===== src/rtl/issue_ctrl_pkg.sv =====
// Shared CPU definitions for the issue stage: functional-unit indices,
// issue FSM encoding and the exception code used for undecodable instructions.
package issue_ctrl_pkg;

    localparam int unsigned NUM_FU    = 5;
    localparam int unsigned FU_ALU    = 0;
    localparam int unsigned FU_MDU    = 1;
    localparam int unsigned FU_BRANCH = 2;
    localparam int unsigned FU_LSU    = 3;
    localparam int unsigned FU_CSR    = 4;

    localparam int unsigned NUM_REGS  = 32;
    localparam int unsigned REG_AW    = 5;

    // One-hot select of the csr unit; every serializing instruction goes there.
    localparam logic [NUM_FU-1:0] UNIT_CSR_OH = 5'b10000;

    // Exception code attached to an instruction that selects no unit at all.
    localparam logic [4:0] EXC_ILLEGAL = 5'd4;

    typedef enum logic [1:0] {
        ST_EMPTY = 2'd0,
        ST_HELD  = 2'd1,
        ST_DRAIN = 2'd2
    } iss_state_e;

    // Serializing instructions wait for the whole machine to go idle.
    function automatic logic is_serializing(input logic [6:0] futype,
                                            input logic [4:0] exc);
        return (exc != 5'd0) || futype[FU_CSR] || (futype == 7'd0);
    endfunction

endpackage


===== src/rtl/issue_scoreboard.sv =====
// Register busy tracking for the issue stage: one set port (the issuing
// instruction's destination), NWB clear ports (writebacks), and the RAW/WAW
// hazard check for the held instruction against the registered busy vector.
module issue_scoreboard
    import issue_ctrl_pkg::*;
#(
    parameter int NWB = 2
) (
    input  logic                  clk,
    input  logic                  resetn,
    input  logic                  set_en_i,
    input  logic [REG_AW-1:0]     set_addr_i,
    input  logic [NWB-1:0]        wb_valid_i,
    input  logic [REG_AW*NWB-1:0] wb_addr_i,
    input  logic [REG_AW-1:0]     rs1_i,
    input  logic                  rs1_en_i,
    input  logic [REG_AW-1:0]     rs2_i,
    input  logic                  rs2_en_i,
    input  logic [REG_AW-1:0]     rd_i,
    input  logic                  rd_en_i,
    output logic                  hazard_o,
    output logic                  empty_o
);

    logic [NUM_REGS-1:0] busy_q;
    logic [NUM_REGS-1:0] busy_d;

    // Next busy vector: clears first so a same-cycle set of the same bit wins.
    always_comb begin
        busy_d = busy_q;
        for (int i = 0; i < NWB; i++) begin
            if (wb_valid_i[i]) begin
                busy_d[wb_addr_i[i*REG_AW +: REG_AW]] = 1'b0;
            end
        end
        if (set_en_i && (set_addr_i != '0)) begin
            busy_d[set_addr_i] = 1'b1;
        end
        busy_d[0] = 1'b0;
    end

    // Busy vector register.
    always_ff @(posedge clk or negedge resetn) begin
        if (!resetn) begin
            busy_q <= '0;
        end else begin
            busy_q <= busy_d;
        end
    end

    // Hazard uses only registered state; a writeback this cycle does not bypass.
    always_comb begin
        hazard_o = (rs1_en_i && busy_q[rs1_i])
                 | (rs2_en_i && busy_q[rs2_i])
                 | (rd_en_i  && busy_q[rd_i]);
    end

    assign empty_o = (busy_q == '0);

endmodule


===== src/rtl/issue_ctrl.sv =====
// Single-entry issue stage: accepts one decoded instruction, holds it until
// its operands are free (or the machine is idle, for serializing ones), and
// presents it one-hot to the selected functional unit.
//
//  state    | meaning
//  ---------+-----------------------------------------------------------
//  ST_EMPTY | no instruction held, ready to accept
//  ST_HELD  | normal instruction held, issues when hazard-free
//  ST_DRAIN | serializing instruction held, issues to csr when busy == 0
module issue_ctrl
    import issue_ctrl_pkg::*;
#(
    parameter int NWB = 2
) (
    input  logic                  clk,
    input  logic                  resetn,
    input  logic                  in_valid,
    output logic                  in_ready,
    input  logic [6:0]            in_futype,
    input  logic [5:0]            in_uop,
    input  logic [31:0]           in_imm,
    input  logic [31:0]           in_pc,
    input  logic [4:0]            in_rs1,
    input  logic [4:0]            in_rs2,
    input  logic [4:0]            in_rd,
    input  logic                  in_rs1_en,
    input  logic                  in_rs2_en,
    input  logic                  in_rd_en,
    input  logic [4:0]            in_exc,
    output logic [NUM_FU-1:0]     iss_valid,
    input  logic [NUM_FU-1:0]     fu_ready,
    output logic [5:0]            iss_uop,
    output logic [31:0]           iss_imm,
    output logic [31:0]           iss_pc,
    output logic [4:0]            iss_rs1,
    output logic [4:0]            iss_rs2,
    output logic [4:0]            iss_rd,
    output logic                  iss_rd_en,
    output logic [4:0]            iss_exc,
    input  logic [NWB-1:0]        wb_valid,
    input  logic [REG_AW*NWB-1:0] wb_addr,
    input  logic                  flush,
    output logic                  sb_empty,
    output logic [31:0]           stall_cnt
);

    iss_state_e        state_q;
    logic [NUM_FU-1:0] unit_q;
    logic [5:0]        uop_q;
    logic [31:0]       imm_q;
    logic [31:0]       pc_q;
    logic [4:0]        rs1_q;
    logic [4:0]        rs2_q;
    logic [4:0]        rd_q;
    logic              rs1_en_q;
    logic              rs2_en_q;
    logic              rd_en_q;
    logic [4:0]        exc_q;
    logic [31:0]       stall_q;
    logic [31:0]       stall_d;

    logic              hazard;
    logic              take;
    logic              capture;
    logic              serializing;
    logic              blocked;

    issue_scoreboard #(
        .NWB (NWB)
    ) u_scoreboard (
        .clk        (clk),
        .resetn     (resetn),
        .set_en_i   (take && rd_en_q),
        .set_addr_i (rd_q),
        .wb_valid_i (wb_valid),
        .wb_addr_i  (wb_addr),
        .rs1_i      (rs1_q),
        .rs1_en_i   (rs1_en_q),
        .rs2_i      (rs2_q),
        .rs2_en_i   (rs2_en_q),
        .rd_i       (rd_q),
        .rd_en_i    (rd_en_q),
        .hazard_o   (hazard),
        .empty_o    (sb_empty)
    );

    // Issue request: a HELD instruction offers itself regardless of fu_ready.
    always_comb begin
        iss_valid = '0;
        case (state_q)
            ST_HELD:  iss_valid = hazard ? '0 : unit_q;
            ST_DRAIN: iss_valid = sb_empty ? UNIT_CSR_OH : '0;
            default:  iss_valid = '0;
        endcase
    end

    assign take        = ((iss_valid & fu_ready) != '0) && !flush;
    assign in_ready    = !flush && ((state_q == ST_EMPTY) || take);
    assign capture     = in_valid && in_ready;
    assign serializing = is_serializing(in_futype, in_exc);
    assign blocked     = ((state_q == ST_HELD) && hazard)
                       || ((state_q == ST_DRAIN) && !sb_empty);

    // Issue FSM and held payload.
    always_ff @(posedge clk or negedge resetn) begin
        if (!resetn) begin
            state_q  <= ST_EMPTY;
            unit_q   <= '0;
            uop_q    <= '0;
            imm_q    <= '0;
            pc_q     <= '0;
            rs1_q    <= '0;
            rs2_q    <= '0;
            rd_q     <= '0;
            rs1_en_q <= 1'b0;
            rs2_en_q <= 1'b0;
            rd_en_q  <= 1'b0;
            exc_q    <= '0;
        end else if (flush) begin
            state_q <= ST_EMPTY;
        end else if (capture) begin
            state_q  <= serializing ? ST_DRAIN : ST_HELD;
            unit_q   <= serializing ? UNIT_CSR_OH : in_futype[NUM_FU-1:0];
            uop_q    <= in_uop;
            imm_q    <= in_imm;
            pc_q     <= in_pc;
            rs1_q    <= in_rs1;
            rs2_q    <= in_rs2;
            rd_q     <= in_rd;
            rs1_en_q <= in_rs1_en;
            rs2_en_q <= in_rs2_en;
            rd_en_q  <= in_rd_en;
            exc_q    <= ((in_futype == 7'd0) && (in_exc == 5'd0)) ? EXC_ILLEGAL : in_exc;
        end else if (take) begin
            state_q <= ST_EMPTY;
        end
    end

    assign stall_d = blocked ? (stall_q + 32'd1) : stall_q;

    // Count cycles lost to operand hazards and serialization drain.
    always_ff @(posedge clk or negedge resetn) begin
        if (!resetn) begin
            stall_q <= '0;
        end else begin
            stall_q <= stall_d;
        end
    end

    assign stall_cnt = stall_q;
    assign iss_uop   = uop_q;
    assign iss_imm   = imm_q;
    assign iss_pc    = pc_q;
    assign iss_rs1   = rs1_q;
    assign iss_rs2   = rs2_q;
    assign iss_rd    = rd_q;
    assign iss_rd_en = rd_en_q;
    assign iss_exc   = exc_q;

endmodule

===== config.mk =====
export PLATFORM = sky130hd
export DESIGN_NAME = issue_ctrl
export DESIGN_NICKNAME = d
export VERILOG_FILES = /design/src/rtl/issue_ctrl_pkg.sv /design/src/rtl/issue_scoreboard.sv /design/src/rtl/issue_ctrl.sv
export SDC_FILE = /design/constraint.sdc
export NUM_CORES = 1
export LEC_CHECK = 0
export CAP_MARGIN = 20
export CORE_UTILIZATION = 64
export CTS_CLUSTER_SIZE = 12
export DETAILED_ROUTE_END_ITERATION = 10
export DONT_BUFFER_PORTS = 1
export PLACE_DENSITY = 0.82
export SYNTH_ARGS = -nofsm -noshare
export SYNTH_HDL_FRONTEND = slang
export SYNTH_SLANG_ARGS = --single-unit

===== constraint.sdc =====
create_clock -name clk -period 3.8 [get_ports clk]
set_input_delay 0.57 -clock clk [delete_from_list [all_inputs] [get_ports clk]]
set_output_delay 0.57 -clock clk [all_outputs]
set_load 0.005 [all_outputs]

==> results.md, run 1 <==
Timing:
- The slew at the pin closest to its max-slew limit is 0.899 ns.
- The final-report max-slew violation count is 0.
- Setup repair after global routing left no endpoint under its margin.
- The maximum frequency from static timing analysis is 278 MHz.
- Summed over all failing endpoints, the final setup total negative slack is 0 ns.
- Measured against its own limit, the worst slew margin works out to 39.9%.
- The time the final worst path needs with I/O delays and setup is 3.60 ns.
- Setup violations remaining at the end of the flow were counted as 0.
- The number of failing hold endpoints at the final stage is 163.
- The final critical-path share of the clock period is 94.7%.
- Across the routed clock network, the largest skew measured is 0.0116 ns.
- Hold timing on the final database bottoms out at a slack of -0.160 ns.

Placed design:
- The routability-driven placement congestion ratio is 0.911.
- Summing all placed instances gives a cell area of 8410 sq um.
- The count of port buffers added during placement is 0.
- The HPWL after detailed placement is 14,600 um.

Setup path:
- The worst-case register-to-register setup slack is 0.52 ns.
- The worst setup path startpoint is iss_rs1[1].
- The worst reg2reg path depth is 9.
- The critical path is of the flop to primary output type.
- The required arrival time at the worst endpoint is 3.23 ns.
- The maximum fanout count along the critical path is 11.
- The worst setup path is launched from a flop.
- The last element of the critical path is in_ready.
- The endpoint identified for the worst register-to-register timing path is iss_pc[11].
- In this run the critical register-to-register path is launched from iss_rs1[1].
- The endpoint kind of the worst setup timing path is a primary output.
- Data arrives at the worst endpoint at 3.03 ns.

Synthesis:
- The main flop type after synthesis is dfrtp_1.
- Synthesis handed over a netlist of 651 instances.
- The mean area per synthesized cell is 12.9 sq um.
- After synthesis, the share of flip-flops with an asynchronous set or reset is 100%.
- Sorting the synthesized cells by area gives the leading types as dfrtp_1 48%, mux2_4 17%, mux4_2 4.3%.
- When the netlist entered floorplanning its net count stood at 776.
- After synthesis, the largest area contributor takes up 48.5% of total cell area.
- The count of distinct cell types in the synthesized netlist is 53.
- The biggest area contributor in the post-synthesis netlist is dfrtp_1.
- The flop and latch count out of synthesis is 163.
- The yosys synthesis warning count is 0.
- The share of the Yosys chip area taken by registers is 48.5%.
- The number of enable-type register cells in the synthesized netlist is 0.
- The netlist area before placement is 8420 sq um.

Floorplan:
- The core outline area is 12,700 sq um.
- The number of placement rows is 41.
- The die is 117 um tall.
- In this run the horizontal extent of the chip is 117 um.
- The area of the die is 13,600 sq um.
- For this design the top-level I/O count stands at 251.
- Once the floorplan was initialized, standard cells occupied 66.2% of the core.

Routing:
- The count of nets left with antenna violations once routing finished came out at 0.
- The number of iterations in the first detailed-routing pass is 7.
- The number of vias after detailed routing is 5,543.
- The final routed DRC violation total is 0.
- After detailed routing, the number of vias per cell comes to 6.65.
- After detailed routing, the average wire length per cell comes to 24.4 um.
- The first-iteration detailed-routing DRC count is 584.
- The routed design has 20,400 um of wire.

Clock network:
- The root buffer cell is clkbuf_16.
- The maximum root-to-sink buffer count is 2.
- Post-CTS timing repair inserted 0 buffers for setup.
- The later pin in the worst-skew pair is clocked with a latency of 0.43 ns.
- The deepest level of the CTS H-tree is 4.
- The clock-pin slew on the worst setup and hold paths is 0.06 ns.
- The total CTS buffers is 17.
- The CTS tree is built.
- Clock tree synthesis found a total of 163 sinks.

Global routing:
- The global routing met3 resource utilization is 10.7%.
- met2 is the most crowded layer.
- For met1 alone, demand over resource in global routing was 38.2%.
- The sum of overflow across all layers after global routing is 0.
- The maximum number of pins on one net before global-route repair is 164.
- The met2 routing resource usage after global routing is 47.8%.
- The global-route wire length before repair is 30,300 um.
- The overall track demand over capacity in global routing is 30.1%.
- The initial antenna violation count is 0.
- The via count of the first global-routing pass came to 5,505.

Layout:
- The ratio of cells with drive above 1 in the final layout is 24.8%.
- The multi-input logic area is 4010 sq um.
- The count of antenna diodes in the layout is 0.
- The final layout contains 774 nets.
- In the layout the commonest cells are 159 x dfrtp_1, 93 x mux2_4, 56 x nand2_1.
- The area growth from synthesis to layout is 6.63%.
- The finished cells cover 8980 sq um.
- The final core utilization is 70.6%.
- The most common cell after layout, fill and taps aside is dfrtp_1.
- The total area of sequential cells is 4080 sq um.
- Fill cells in the final layout number 902.

Min path:
- The path class of the tightest hold or removal check is primary input to asynchronous set/reset pin.

Pwr:
- For this design the ratio of total power to cell area is 514 nW/um^2.
- The standby leakage power is 4.12 nW.
- The worst-case IR drop observed on VDD is 0.299 mV.
- Power comes to 4.62 mW.

Outcome:
- The final reports fail on hold timing.
- The run finished, with violations left.

Job:
- Across the run, the number of max-cap violations was 0.
-- synthesized netlist by cell type, types with 13 or more instances --
| cell | number |
|---|---|
| a22oi_1 | 32 |
| dfrtp_1 | 163 |
| inv_1 | 15 |
| mux2_4 | 93 |
| mux2i_1 | 13 |
| mux4_2 | 16 |
| nand2_1 | 56 |
| nand3_1 | 17 |
| nor2_1 | 25 |
| o21ai_0 | 33 |
| xnor2_1 | 13 |
| xor2_1 | 18 |
-- power breakdown --
| group | leakage [nW] | internal, mW | switching (mW) |
|---|---|---|---|
| combinational | 1.80 | 0.455 | 0.258 |
| clock | 0.260 | 0.861 | 0.724 |
| sequential | 2.06 | 1.98 | 0.341 |
| total | 4.12 | 3.29 | 1.32 |
-- kinds of logic after synthesis --
kind of cell / Yosys count / synth area share, %
and+or+nand+nor: 194 / 12.2
DFF: 163 / 48.5
muxes: 130 / 24.0
AOI/OAI and AO/OA: 86 / 7.27
buffers and inverters: 43 / 4.19
xor gates and xnor gates: 31 / 3.23
adders and majority gates: 4 / 0.595
-- metrics by stage --
stage          hold slack, ns  cells  setup slack, ns
6_report               -0.160    834            0.202
5_1_grt                -0.183    834           0.0361
4_1_cts                -0.175    834           0.0126
3_5_place_dp            0.277    802            0.208
3_3_place_gp            0.279    802            0.499
2_1_floorplan           0.274    651            0.893
-- how the worst min path moves through the flow --
stage,slack (ns),to
2_1_floorplan,0.27,iss_exc[0]
3_3_place_gp,0.28,stall_cnt[8]
3_5_place_dp,0.28,stall_cnt[9]
4_1_cts,-0.17,iss_pc[11]
5_1_grt,-0.18,iss_pc[11]
6_report,-0.16,stall_cnt[6]
-- final cells by class --
cell class              count  share of cell area, %
clock inverters            13                   1.14
multi-input cells         445                   44.7
inverters                  15                  0.627
repair buffers              7                  0.725
well taps                 172                   2.40
clock buffers              19                   4.93
flip-flops and latches    163                   45.5
-- worst max-delay path: stages (launching register included) --
cell,delay (ns)
dfrtp_2,0.54
mux2_2,0.39
a2111oi_1,0.52
nor4_1,0.13
o221ai_2,0.26
nand4_2,0.17
o211ai_4,0.32
nor2_1,0.08
nor2_1,0.20
-- per-layer routing --
metal / part of all wire, % / up-vias / routed length (um)
met5: 0 / - / 0
met4: 2.1 / 0 / 437
met3: 10 / 41 / 2090
met2: 49 / 299 / 10100
met1: 38 / 2817 / 7800
li1: - / 2386 / -
-- flip-flops by register name, indices dropped and copies added, names as in the netlist, 2 cells and up --
name,cells
state_q,2
iss_rs1,5
unit_q,5
iss_imm,32
iss_pc,32
u_scoreboard.busy_q,31
iss_rd,5
iss_rs2,5
stall_cnt,32
iss_uop,6
iss_exc,5
-- what timing repair did --
item	4_1_cts	5_1_grt
resized for setup	2	5
endpoints found under the setup margin	3	3
hold endpoints to repair	163	163
No activity file was read; power rests on OpenSTA's default activity.
==> inputs of run 2 (changes only) <==
- ABC_AREA: default -> 1
==> run 2 against run 1 <==
  * The flow still finishes with violations (hold timing)
  * Critical path type unchanged
  * Area after synthesis is 6.5% higher
  * First-iteration DRC count rose by 49%
  * Largest power group unchanged
  * Die area up 6.4%
  * Setup slack improved by 0.082 ns
  * Clock power up 11%
  * Clock skew barely moved
  * Critical path depth grew 9
  * Core utilization increased by 1.3 points
  * Wire length up 29%
  * Register-to-register slack improved by 0.18 ns
  * Combinational power rose by 30%
==> results.md, run 2 <==
Clock network:
- TritonCTS built the clock tree.
- The maximum root-to-sink buffer count was 2 (unchanged).
- The number of post-CTS setup repair buffers is 0 (unchanged).
- The number of resized instances in the post-cts repair step was 0 (-2).
- The clock-pin slew on the worst setup and hold paths is 0.06 ns (about the same).
- The total CTS buffers came to 17 (unchanged).
- The clock latency on the worst-skew pair is 0.44 ns (about the same).
- CTS placed an instance of clkbuf_16 at the clock tree root.
- The total number of clock tree sinks came to 163 (unchanged).
- The deepest level of the CTS H-tree is 4 (unchanged).

Routing:
- The number of iterations in the first detailed-routing pass is 6 (-1).
- The remaining antenna violation count is 0 (unchanged).
- The final routed DRC violation total came to 0 (unchanged).
- Routed signal wires occupy layers up through met4.
- The met1 routed wirelength after detailed routing is 10,300 um (+32%).
- The first-iteration detailed-routing DRC count is 871 (+49%).
- The wire length on met3 was 2660 um (+28%).
- The total length of routed wires is 26,400 um (+29%).
- The average routed wire per standard cell is 19.5 um (-20%).
- The total length of routed met2 wires is 12,400 um (+23%).
- The number of vias per cell after detailed routing was 6.24 (-6.2%).
- The number of vias after detailed routing came to 8,445 (+52%).

Pwr:
- The worst IR drop on VDD is 0.423 mV (+41%).
- The post-layout total power is 4.97 mW (+7.5%).
- The standby leakage power is 4.66 nW (+13%).
- The total power per unit cell area was 514 nW/um^2 (-0.16%).

Synthesis:
- The share of the yosys chip area belonging to registers is 45.5% (-2.9 points).
- The number of nets produced by synthesis was 1,314 (+69%).
- nand2_1 is the most common cell in the netlist.
- The number of cells produced by synthesis is 1,189 (+83%).
- The number of enable-type register cells in the synthesized netlist is 0 (unchanged).
- The netlist area before placement is 8960 sq um (+6.5%).
- The count of distinct cell types in the synthesized netlist was 33 (-38%).
- Counting instances in the post-synthesis netlist gives the leading cell types as 412 x nand2_1, 163 x dfrtp_1, 109 x nand4_1.
- The cell accounting for the most synthesized area is dfrtp_1.
- The yosys synthesis warning count came to 0 (unchanged).
- The fraction of registers with async set/reset is 100% (unchanged).
- The share of Yosys cell area claimed by the top area cell type was 45.5% (-2.9 points).
- The main flop type after synthesis is dfrtp_1.
- By area the synthesized netlist is led by dfrtp_1 46%, nand2_1 17%, nand4_1 7.6%.
- The flop and latch count out of synthesis is 163 (unchanged).
- The mean area per synthesized cell is 7.54 sq um (-42%).

Global routing:
- The overall track demand over capacity in global routing is 37.9% (+7.7 points).
- The via count of the first global-routing pass is 8,054 (+46%).
- The global-route wire length before repair is 42,200 um (+40%).
- The initial antenna violation count is 0 (unchanged).
- The sum of overflow across all layers after global routing was 0 (unchanged).
- The maximum number of pins on one net before global-route repair is 164 (unchanged).

Layout:
- The final net count is 1,290 (+67%).
- The library cell used most frequently in the layout, excluding fill and tap cells, is nand2_1.
- The ratio of cells with drive above 1 in the final layout came to 6.28% (-18 points).
- Leaving out fill and tap cells, the most frequent cells in the layout are 412 x nand2_1, 163 x dfrtp_1, 109 x nand4_1.
- The final non-filler cell area was 9670 sq um (+7.7%).
- The count of antenna diodes in the layout was 0 (unchanged).
- Compared with the post-synthesis result, the final layout area differs by 7.87%.

Floorplan:
- The I/O pin count came to 251 (unchanged).
- The number of placement rows came to 42 (+2.4%).
- The starting utilization of the core area was 66.6% (+0.45 points).
- The horizontal extent of the die came to 120 um (+3.1%).
- The vertical die dimension is 120 um (+3.1%).
- The area of the die was 14,500 sq um (+6.4%).
- The core outline area is 13,500 sq um (+5.7%).

Setup path:
- The stage delay of the slowest cell on the critical path is 0.69 ns (+0.15 ns).
- The worst register-to-register path begins at iss_rd[1].
- Walking the worst path, the cells encountered are inv_2 -> nor2_4 -> nand2_1 -> nand3_1 -> nand2_1 -> nand2_1 -> nor2_1 -> nand2_1 -> nand2_1 -> nand2_2 -> nor2_4 -> nand3_1 -> nand2_1 -> nor2_2 -> nand3_4 -> nand2_1 -> inv_1.
- The worst setup path category is flop to primary output.
- The arrival time of data at the critical path endpoint is 2.95 ns (-0.08 ns).
- STA classifies the critical path startpoint as a flop.
- The required arrival time at the worst endpoint is 3.23 ns (about the same).
- The dominant cell type by count on the critical path is nand2_1.
- Among all stages on the critical path, the largest delay is contributed by dfrtp_1.
- In this run the worst setup path begins at iss_rd[1].
- The maximum fanout count along the critical path came to 16 (+5).
- The worst setup path is captured at a primary output.

Timing:
- The maximum frequency from static timing analysis is 284 MHz (+2.3%).
- The slew at the pin closest to its max-slew limit is 1.08 ns (+0.183 ns).
- Setup repair after global routing left no endpoint under its margin.
- The time the final worst path needs with I/O delays and setup is 3.52 ns (-0.0816 ns).
- The count of endpoints failing setup in the final report was 0 (unchanged).
- The worst hold margin is -0.170 ns (-0.00941 ns).
- The final critical-path share of the clock period is 92.5% (-2.1 points).
- The number of failing hold endpoints at the final stage was 163 (unchanged).
- The relative max-transition margin is 27.3% (-13 points).
- The final-report max-slew violation count is 0 (unchanged).
- The worst clock skew is 0.0116 ns (-0.0000120 ns).
- The total negative setup slack was 0 ns (unchanged).

Placed design:
- The instance area after placement is 9070 sq um (+7.9%).
- The count of port buffers added during placement is 0 (unchanged).
- The placed wire-length estimate is 18,900 um (+29%).
- The routability-driven placement congestion ratio was 1.01 (+11%).

Outcome:
- The run finished, with violations left.
- The final reports fail on hold timing.

Job:
- The reported max-cap violation count is 0 (unchanged).

Min path:
- The class of the tightest hold or removal check is primary input to asynchronous set/reset pin.
run 2: cell types whose count changed after synthesis, sizes merged, moves of 29 or more:
cell   change
a22oi     -32
buf       +29
inv       +92
mux2      -92
nand2    +359
nand3     +54
nand4     +96
nor3      +34
o21ai     +35
run 2: worst paths after layout:
check	endpoint	slack, ns	depth (start not counted)
max reg2reg	stall_cnt[18]	0.70	15
min	u_scoreboard.busy_q[27]	-0.17	0
max	in_ready	0.28	17
min in group clk	iss_uop[0]	0.28	2
max in group asynchronous	u_scoreboard.busy_q[1]	3.62	0
min reg2reg	unit_q[1]	0.48	2
run 2: per-layer routing:
| metal | up-vias | global-route usage, % |
|---|---|---|
| li1 | 3925 | - |
| met1 | 3955 | 47.6 |
| met2 | 485 | 60.5 |
| met3 | 80 | 11.0 |
| met4 | 0 | 17.2 |
| met5 | - | 0 |
run 2: power by group:
group | leakage [nW] | total, mW | internal [mW] | switching, mW
logic | 2.25 | 0.927 | 0.310 | 0.617
registers | 2.11 | 2.29 | 1.99 | 0.305
clock network | 0.298 | 1.75 | 0.993 | 0.753
run 2: worst max-delay path, delay by kind of cell (launching register included):
kind                   cells  cell delay [ns]
buffers and inverters      2             0.25
flip-flops                 1             0.69
AND/OR/NAND/NOR           15             1.58
run 2: cell type report:
type                       count  area, sq um
multi-input combinational    860         4200
sequential                   163         4080
fill                        1098         3780
clock buffer                  18          429
inverter                     107          402
tap                          176          220
timing repair buffer          16          170
clock inverter                14          168
run 2: logic make-up (layout without fill, tap and decap cells):
group | count (synthesis) | after routing | synth area share [%]
adders and majority gates | 4 | 4 | 0.558
buffers and inverters | 166 | 155 | 7.85
and+or+nand+nor | 714 | 714 | 35.7
muxes | 6 | 6 | 0.754
DFF | 163 | 163 | 45.5
xor gates and xnor gates | 29 | 29 | 2.83
AOI/OAI and AO/OA | 107 | 107 | 6.78
run 2: stage by stage:
step	utilization, %	instances	setup slack (ns)
after floorplan	-	1189	1.08
after global placement	67.4	1322	0.774
after detailed placement	67.4	1322	0.760
after CTS	71.9	1354	0.286
after global routing	71.9	1354	0.0458
final	71.9	1354	0.283
